[src/rtl/controlador_contagem.sv]
`default_nettype none
// ============================================================================
// Module   : controlador_contagem
// Brief    : Phase sequencer for the 4-bit up/down counter. Holds a table of
//            counting phases (terminal value, direction, repeat count) and
//            drives the counter's max_value / decrescente / clear inputs,
//            advancing phases by counting the counter's wrap pulses.
// Revision : 1.0 - initial release
// ============================================================================
module controlador_contagem #(
    parameter int N_FASES = 4,
    parameter int REP_W   = 3,
    localparam int IDX_W  = $clog2(N_FASES)
) (
    input  logic             clk,
    input  logic             resetar_n,
    input  logic             cfg_valid,
    output logic             cfg_ready,
    input  logic [IDX_W-1:0] cfg_idx,
    input  logic [3:0]       cfg_max,
    input  logic             cfg_dec,
    input  logic [REP_W-1:0] cfg_rep,
    input  logic             iniciar,
    input  logic [IDX_W-1:0] ultima_fase,
    input  logic             ciclico,
    input  logic             parar,
    input  logic             cnt_wrap,
    output logic [3:0]       cnt_max,
    output logic             cnt_dec,
    output logic             cnt_clr,
    output logic [IDX_W-1:0] fase,
    output logic [REP_W-1:0] rep_restantes,
    output logic             ocupado,
    output logic             concluido
);

    localparam int unsigned c_ULT_MAX = N_FASES - 1;

    typedef enum logic [1:0] {
        OCIOSO  = 2'd0,
        PREPARA = 2'd1,
        CONTA   = 2'd2,
        FIM     = 2'd3
    } t_estado;

    t_estado          r_estado;
    t_estado          w_estado_prox;
    logic             r_cnt_clr;

    logic [3:0]       r_tab_max [N_FASES];
    logic             r_tab_dec [N_FASES];
    logic [REP_W-1:0] r_tab_rep [N_FASES];

    logic [IDX_W-1:0] r_fase;
    logic [IDX_W-1:0] r_ultima;
    logic [REP_W-1:0] r_rep;
    logic             r_descarta;

    logic [IDX_W-1:0] w_fase_prox;
    logic [IDX_W-1:0] w_ult_prox;
    logic [REP_W-1:0] w_rep_prox;
    logic             w_desc_prox;
    logic [IDX_W-1:0] w_fase_seg;
    logic [IDX_W-1:0] w_ult_sat;
    logic             w_escreve;
    logic [REP_W-1:0] w_rep0;
    logic             w_dec0;

    // Table writes are only accepted while idle.
    assign w_escreve = cfg_valid && (r_estado == OCIOSO);

    // A write to entry 0 on the start edge must be seen by the first phase.
    assign w_rep0 = (w_escreve && (cfg_idx == '0)) ? cfg_rep : r_tab_rep[0];
    assign w_dec0 = (w_escreve && (cfg_idx == '0)) ? cfg_dec : r_tab_dec[0];

    // Out-of-range last-phase requests clamp to the final table entry.
    assign w_ult_sat = (32'(ultima_fase) > c_ULT_MAX) ? IDX_W'(c_ULT_MAX) : ultima_fase;

    // Phase that follows the current one (wraps to 0 after the last).
    assign w_fase_seg = (r_fase < r_ultima) ? r_fase + IDX_W'(1) : '0;

    // Next-state and phase bookkeeping; abort overrides everything else.
    always_comb begin
        w_estado_prox = r_estado;
        w_fase_prox   = r_fase;
        w_ult_prox    = r_ultima;
        w_rep_prox    = r_rep;
        w_desc_prox   = r_descarta;
        case (r_estado)
            OCIOSO: begin
                if (iniciar) begin
                    w_estado_prox = PREPARA;
                    w_fase_prox   = '0;
                    w_ult_prox    = w_ult_sat;
                    w_rep_prox    = w_rep0;
                    w_desc_prox   = w_dec0;
                end
            end
            PREPARA: w_estado_prox = CONTA;
            CONTA: begin
                if (cnt_wrap) begin
                    if (r_descarta) begin
                        // Priming wrap of a down phase is not a real period.
                        w_desc_prox = 1'b0;
                    end else if (r_rep != '0) begin
                        w_rep_prox = r_rep - REP_W'(1);
                    end else if ((r_fase < r_ultima) || ciclico) begin
                        w_estado_prox = PREPARA;
                        w_fase_prox   = w_fase_seg;
                        w_rep_prox    = r_tab_rep[w_fase_seg];
                        w_desc_prox   = r_tab_dec[w_fase_seg];
                    end else begin
                        w_estado_prox = FIM;
                    end
                end
            end
            FIM:     w_estado_prox = OCIOSO;
            default: w_estado_prox = OCIOSO;
        endcase
        if (parar && (r_estado != OCIOSO)) begin
            w_estado_prox = OCIOSO;
        end
    end

    // State register; the counter clear is held everywhere except CONTA.
    always_ff @(posedge clk or negedge resetar_n) begin
        if (!resetar_n) begin
            r_estado  <= OCIOSO;
            r_cnt_clr <= 1'b1;
        end else begin
            r_estado  <= w_estado_prox;
            r_cnt_clr <= (w_estado_prox != CONTA);
        end
    end

    // Phase index, latched last phase, remaining repeats and discard flag.
    always_ff @(posedge clk or negedge resetar_n) begin
        if (!resetar_n) begin
            r_fase     <= '0;
            r_ultima   <= '0;
            r_rep      <= '0;
            r_descarta <= 1'b0;
        end else begin
            r_fase     <= w_fase_prox;
            r_ultima   <= w_ult_prox;
            r_rep      <= w_rep_prox;
            r_descarta <= w_desc_prox;
        end
    end

    // Phase table storage, cleared on reset.
    always_ff @(posedge clk or negedge resetar_n) begin
        if (!resetar_n) begin
            for (int i = 0; i < N_FASES; i++) begin
                r_tab_max[i] <= '0;
                r_tab_dec[i] <= 1'b0;
                r_tab_rep[i] <= '0;
            end
        end else if (w_escreve) begin
            r_tab_max[cfg_idx] <= cfg_max;
            r_tab_dec[cfg_idx] <= cfg_dec;
            r_tab_rep[cfg_idx] <= cfg_rep;
        end
    end

    assign cfg_ready     = (r_estado == OCIOSO);
    assign ocupado       = (r_estado != OCIOSO);
    assign concluido     = (r_estado == FIM);
    assign cnt_clr       = r_cnt_clr;
    assign cnt_max       = (r_estado == OCIOSO) ? 4'd0 : r_tab_max[r_fase];
    assign cnt_dec       = (r_estado == OCIOSO) ? 1'b0 : r_tab_dec[r_fase];
    assign fase          = r_fase;
    assign rep_restantes = r_rep;

endmodule
`default_nettype wire

[config.mk]
export PLATFORM = sky130hd
export DESIGN_NAME = controlador_contagem
export DESIGN_NICKNAME = d
export VERILOG_FILES = /design/src/rtl/controlador_contagem.sv
export SDC_FILE = /design/constraint.sdc
export NUM_CORES = 1
export LEC_CHECK = 0
export CAP_MARGIN = 20
export CORE_UTILIZATION = 49
export CTS_CLUSTER_SIZE = 16
export DETAILED_ROUTE_END_ITERATION = 10
export HOLD_SLACK_MARGIN = 0.1
export PLACE_DENSITY = 0.8
export REMOVE_ABC_BUFFERS = 1
export SLEW_MARGIN = 20
export SYNTH_ARGS = -nofsm -noshare
export SYNTH_HDL_FRONTEND = slang
export SYNTH_SLANG_ARGS = --single-unit
export TNS_END_PERCENT = 5
[constraint.sdc]
create_clock -name clk -period 1.7 [get_ports clk]
set_input_delay 0.17 -clock clk [delete_from_list [all_inputs] [get_ports clk]]
set_output_delay 0.17 -clock clk [all_outputs]
set_load 0.005 [all_outputs]
**After elaboration in Yosys (flattened, before gate mapping)**

Index checks and enable logic that the tools add are counted.

- Input bits: 19
- Logic and storage cells: 103
- Output and inout bits: 14
- Flip-flop bits (word level): 43

- Reductions and logical operators: 14
- Multiplexer cells: 51
- Bitwise gates (word level): 3
- Magnitude comparators: 5
- Equality and inequality tests: 10
- $add $sub $neg: 2

Operators by type and width:

| operator | number |
|---|---|
| 2-to-1 mux 3 bit | 9 |
| 2-to-1 mux 2 bit | 12 |
| bitwise mux 16 bit | 1 |
| 2-to-1 mux 4 bit | 4 |
| bitwise mux 12 bit | 1 |
| 2-to-1 mux 1 bit | 12 |
| inequality test 2 bit, second input constant | 5 |
| greater-or-equal comparator 3 bit, second input constant | 3 |
| inverter 2 -> 3 bit | 3 |
| binary-select mux 4 bit (select 2 bit) | 1 |
| demux 4 bit (select 2 bit) | 1 |
| one-hot mux 2 bit (4 select lines) | 1 |
| binary-select mux 3 bit (select 2 bit) | 1 |
| demux 3 bit (select 2 bit) | 1 |
| one-hot mux 3 bit (2 select lines) | 1 |
| AND reduction 6 bit | 1 |
| AND reduction 5 bit | 1 |
| binary-select mux 1 bit (select 2 bit) | 2 |
| bitwise mux 4 bit | 1 |
| == test 2 bit, second input constant | 2 |
| logical AND 1 bit | 4 |
| logical NOT 2 bit | 2 |
| one-hot mux 2 bit (2 select lines) | 1 |
| nonzero test 2 bit | 2 |
| other kinds (13) | 13 |

**Depth between registers and ports, before layout**

- Depth in word-level cells: 11
- Mapped depth: 7
- Gate-level depth less buffers: 7

**Worst setup path after synthesis**

Ideal clock, no wire load.

- Path kind: reg2reg
- Start: reg r_fase[1], in the netlist fase[1]
- End: reg r_rep[1], in the netlist rep_restantes[1]
- Required time: 1,579 ps
- Data arrival time: 1,778 ps
- Stages on the path, launching flop included: 7
- Clock period less this slack: 1,900 ps
- Setup time: 121 ps
- Path buffers: 0
- Setup slack: -200 ps
- Path through: dfrtp_1 > ha_1 > or2_2 > or3_1 > o221ai_1 > a21oi_1 > o22a_1

- Cells in the longest elaborated chain, start to end: 11
- Elaborated cells between the ends (all ways): 15
- Classes of those cells: add/sub: 1; order compare: 1; eq/ne: 1; mux: 9; bitwise: 1; reduce/logical: 2

Ends and longest elaborated chain:

| element | RTL line | text |
|---|---|---|
| start, declared | 54 | `logic [IDX_W-1:0] r_fase;` |
| start signal, assigned | 144 | `r_fase <= w_fase_prox;` |
| adder 2 x 1 -> 2 bit or < comparator 2 bit (tied branches) | 80, 107 |  |
| 2-to-1 mux 2 bit | 80 | `assign w_fase_seg = (r_fase < r_ultima) ? r_fase + IDX_W'(1) : '0;` |
| inverter 2 -> 3 bit (not written as such) | 110 | `w_rep_prox = r_tab_rep[w_fase_seg];` |
| binary-select mux 3 bit (select 2 bit) | 110 |  |
| 2-to-1 mux 3 bit (not written as such) (2 in a row) | 110 |  |
| 2-to-1 mux 3 bit | 107 | `end else if ((r_fase < r_ultima) \|\| ciclico) begin` |
| 2-to-1 mux 3 bit | 105 | `end else if (r_rep != '0) begin` |
| 2-to-1 mux 3 bit | 102 | `if (r_descarta) begin` |
| 2-to-1 mux 3 bit | 101 | `if (cnt_wrap) begin` |
| one-hot mux 3 bit (2 select lines) | 89 | `case (r_estado)` |
| end signal, assigned | 146 | `r_rep <= w_rep_prox;` |
| end, declared | 56 | `logic [REP_W-1:0] r_rep;` |

Parallel ways exist; a longest one is shown, timed or not. The select of a mux whose other input is x is not followed.
A chain may end at the register's enable or synchronous reset.

**Worst setup path after layout**

- Start: reg r_fase[0], in the netlist fase[0]
- End: out cnt_max[1]

- Cells in the longest elaborated chain, start to end: 5

Ends and longest elaborated chain:

| element | RTL line | text |
|---|---|---|
| inverter 2 -> 3 bit (not written as such) | 170 | `assign cnt_max = (r_estado == OCIOSO) ? 4'd0 : r_tab_max[r_fase];` |
| binary-select mux 4 bit (select 2 bit) | 170 |  |
| 2-to-1 mux 4 bit (not written as such) (2 in a row) | 170 |  |
| 2-to-1 mux 4 bit | 170 |  |
| end, declared | 28 | `output logic [3:0] cnt_max,` |

No other way between the ends. The select of a mux whose other input is x is not followed.

==> PnR_summary.wiki <==
{| class="wikitable"
! Metric !! Value
|-
| Run status || finished, violations left
|-
| Violations in the final reports || setup timing
|-
| Fillers || 280
|-
| Count of input and output buffers || 32
|-
| Bufs on Longest Clock Path || 2
|-
| Sequential fraction of the synthesis area || between 40% and 50%
|-
| Worst-case setup margin in the final layout || -137.1 ps
|-
| R2r startpoint || fase[0]
|-
| Die outline area || roughly 5000 um2
|-
| Overall die width || about 70 um
|-
| Startpoint type of the worst setup path || flop
|-
| Half-perimeter wire length of the detailed placement result || 4.007 mm
|-
| Worst min-delay path category || input pin to asynchronous set/reset pin
|-
| Required @ worst endpoint || approximately 1500 ps
|-
| Synthesized cell area || approximately 2300 um2
|-
| Setup repair after global routing missed its margin || true
|-
| Final routed DRC violation total || 0
|-
| Total count of hold-check failures in the final report || 0
|-
| Comb pwr share || between 30% and 40%
|-
| Global placement routability congestion || about 0.91
|-
| Gate Count Post-Synth || between 200 and 250
|-
| DP Area || roughly 2900 um2
|-
| Crit share post-route || 108.1%
|-
| Die H || 69.97 um
|-
| Category of the critical setup timing path || flop to output pin
|-
| Internal power || 0.002485 W
|-
| Number of inserted diodes || 0
|-
| Length in cells of the worst reg-to-reg path || 7
|-
| Sequential cell area || approximately 1100 um2
|-
| Sequential Power Share || 42.3%
|-
| Maximum capacitance violations || 0
|-
| Number of buffers created by CTS || 5
|-
| Worst hold-check slack || 365.7 ps
|-
| Total overflow reported by the global router || 0
|-
| Power density over the cells || between 1000 and 1500 nW/um2
|-
| Post-synthesis average cell area || 10.99 um2
|-
| Fraction of final layout cells sized beyond drive strength 1 || a little under half
|-
| Number of max-slew violations in the final report || 0
|-
| Via count of the first global-routing pass || ~2000
|-
| Most area-consuming cells after synthesis || sky130_fd_sc_hd__dfrtp_1, sky130_fd_sc_hd__mux2_2, sky130_fd_sc_hd__mux4_2
|-
| Clock power frac || between 10% and 20%
|-
| Crit path max fanout || 5
|-
| Routed wire length || 6.272 mm
|-
| Top-area cell type share of the netlist area || between 40% and 50%
|-
| Initial drt markers || ~170
|-
| Share of total power consumed by net switching || between 30% and 40%
|-
| Final Cell Area || 3298 um2
|-
| CTS tree || yes
|-
| CTS root buffer || sky130_fd_sc_hd__clkbuf_8
|-
| Wire length per cell after detailed routing || about 18 um
|-
| Pin count of the biggest net entering global routing || 23
|-
| Num rows || 24
|-
| Number of top-level pins || 33
|-
| Worst slack at placement || -240.3 ps
|-
| NumNets Final || around 310
|-
| Count of placed standard cells in the final layout, fillers left out || 340
|-
| Htree depth || 2
|-
| Fmax achieved || 544.3 MHz
|-
| Capturing point of the worst reg2reg path || rep_restantes[1]
|-
| Shortest period the worst path allows || 1837 ps
|-
| Critical path endpoint category || output pin
|-
| Cell type contributing the most total cell area after synthesis || sky130_fd_sc_hd__dfrtp_1
|-
| Final setup vio count || 17
|-
| Count of yosys warnings during synthesis || 0
|-
| Static Leakage || 1.439 nW
|-
| Slew at the pin closest to its max-slew limit || approximately 520 ps
|-
| Reg2Reg Setup Slack || -120 ps
|-
| Net switching power figure || ~0.0012 W
|-
| Clock latency on the worst-skew pair || 300 ps
|-
| Number of optimization iterations in the first detailed-route pass || 4
|-
| Area Growth Syn to Fin || 45.72%
|-
| Initial cell density of the core || between 50% and 60%
|-
| Netlist cell types || 39
|-
| Number of routed nets with antenna violations || 0
|-
| Flip-flop and latch count after synthesis || 43
|-
| Via/cell ratio || roughly 5.8
|-
| Max-Slew Margin vs Limit || 65.32%
|-
| Data arrival time of the critical path || ~1700 ps
|-
| Multi-input combinational cell area || between 1000 and 1500 um2
|-
| Core outline area || 4384 um2
|-
| Number of antenna violations at the first check in global routing || 0
|-
| Placed Cells incl. Taps || approximately 320
|-
| Clock-pin slew of the registers on the worst-case setup and hold paths || roughly 90 ps
|-
| Max rail drop VDD || 0.0006121 V
|-
| Skew final || around 9.6 ps
|-
| Global-route wire length before repair || between 10 and 15 mm
|-
| Vias || approximately 2000
|-
| Number of clock sinks || 43
|-
| GRT Util Overall || 26.74%
|-
| Summed negative setup slack over all endpoints || -1041 ps
|}
cells in the mapped netlist:
master / n
sky130_fd_sc_hd__o311a_1: 1
sky130_fd_sc_hd__a221oi_1: 1
sky130_fd_sc_hd__ha_1: 3
sky130_fd_sc_hd__o21ai_0: 15
sky130_fd_sc_hd__o2111ai_1: 2
sky130_fd_sc_hd__buf_6: 1
sky130_fd_sc_hd__nand2b_1: 5
sky130_fd_sc_hd__dfrtp_1: 42
sky130_fd_sc_hd__a41oi_1: 1
sky130_fd_sc_hd__inv_1: 12
sky130_fd_sc_hd__a31oi_1: 1
sky130_fd_sc_hd__mux2_4: 1
sky130_fd_sc_hd__clkbuf_1: 3
sky130_fd_sc_hd__buf_2: 1
sky130_fd_sc_hd__nor2b_1: 10
sky130_fd_sc_hd__mux2_2: 29
sky130_fd_sc_hd__nand2_4: 1
sky130_fd_sc_hd__o221ai_1: 4
sky130_fd_sc_hd__nand3_1: 6
sky130_fd_sc_hd__o22a_1: 1
sky130_fd_sc_hd__mux4_2: 5
sky130_fd_sc_hd__nor2_2: 2
sky130_fd_sc_hd__o32ai_1: 1
sky130_fd_sc_hd__nor3_1: 3
sky130_fd_sc_hd__o22ai_1: 1
sky130_fd_sc_hd__or3_1: 2
sky130_fd_sc_hd__nor2_1: 12
sky130_fd_sc_hd__nand2_1: 18
sky130_fd_sc_hd__nor3b_4: 1
sky130_fd_sc_hd__o211ai_1: 1
sky130_fd_sc_hd__a22o_1: 1
sky130_fd_sc_hd__dfstp_2: 1
sky130_fd_sc_hd__a21o_1: 4
sky130_fd_sc_hd__mux2i_1: 1
sky130_fd_sc_hd__a21oi_1: 8
sky130_fd_sc_hd__or2_2: 2
sky130_fd_sc_hd__nor4_1: 1
sky130_fd_sc_hd__nor3b_1: 1
sky130_fd_sc_hd__a22oi_1: 1
repair_timing:
item,in CTS,in global routing
cloned,0,0
pin swaps,7,3
hold buffers,1,0
setup endpoints to repair,14,27
gates resized for setup,57,20
endpoints found under the hold margin,21,0
buffers inserted,9,0
worst max path at each step:
stage | start | endpoint | slack [ps] | cells after the start
after floorplan | fase[1] | rep_restantes[1] | -330 | 6
after global placement | cfg_valid | r_descarta | -190 | 6
after detailed placement | fase[1] | rep_restantes[2] | -240 | 6
after CTS | fase[0] | cnt_max[0] | -130 | 4
after global routing | fase[0] | cnt_max[1] | -180 | 4
final | fase[0] | cnt_max[1] | -140 | 4
critical path, stage by stage (launching register included):
cell and delay (ps):
sky130_fd_sc_hd__dfrtp_2 470, sky130_fd_sc_hd__buf_6 130, sky130_fd_sc_hd__mux4_2 480, sky130_fd_sc_hd__nor2b_1 150, sky130_fd_sc_hd__buf_2 120
power by group through the flow:
stage | clock, W | sequential [W] | combinational [W]
floorplan | 0 | 0.00150 | 0.000666
global placement | 0 | 0.00153 | 0.00120
detailed placement | 0 | 0.00155 | 0.00123
CTS | 0.000682 | 0.00154 | 0.00135
global route | 0.000730 | 0.00160 | 0.00157
finish | 0.000682 | 0.00157 | 0.00146
layer usage:
layer | up-vias | wire, um | global-route usage [%]
met4 | 0 | 148 | 8.000
li1 | 901 | - | -
met3 | 16 | 194 | 5.916
met5 | - | 0 | 0
met2 | 60 | 3176 | 43.16
met1 | 996 | 2753 | 36.20
sequential cells by signal, indices dropped and copies added (netlist names):
signal and flops:
cnt_clr 1, fase 2, r_descarta 1, r_estado 2
r_tab_dec 4, r_tab_max 16, r_tab_rep 12, r_ultima 2
rep_restantes 3
per-stage QoR:
stage | power (W) | util, %
final | 0.003710 | 75.23
after global routing | 0.003900 | 75.23
after CTS | 0.003571 | 73.57
after detailed placement | 0.002784 | 66.87
after global placement | 0.002725 | 66.87
after floorplan | 0.002163 | -
cell families after synthesis:
group,share of synthesized area [%]
buffers and inverters,3.206
AND/OR/NAND/NOR,14.70
adder cells (fa/ha/maj),1.659
AO/OA/AOI/OAI,12.33
flip-flops,47.60
multiplexers,20.51
cells in the final DEF (no fill, tap or decap), drive strengths merged, types with 2 or more instances in the layout:
cell,count
clkbuf,6
o21ai,15
nand2b,5
dlygate4sd2,3
nor3,3
a21oi,8
nor2,14
clkinvlp,2
o221ai,4
o2111ai,2
mux2,30
dfrtp,42
inv,13
clkdlybuf4s50,22
ha,3
mux4,5
nor2b,10
buf,52
nand3,6
nor3b,2
nand2,19
or2,2
or3,2
a21o,4
layout make-up:
type                            instances  area share, %
Tap cell                               52          1.973
Inverter                               12          1.366
Clock inverter                          3         0.7208
Sequential cell                        43          32.74
Timing Repair Buffer                   79          21.43
Clock buffer                            5          2.086
Multi-Input combinational cell        146          39.68
(Power assumes the default switching activity.)
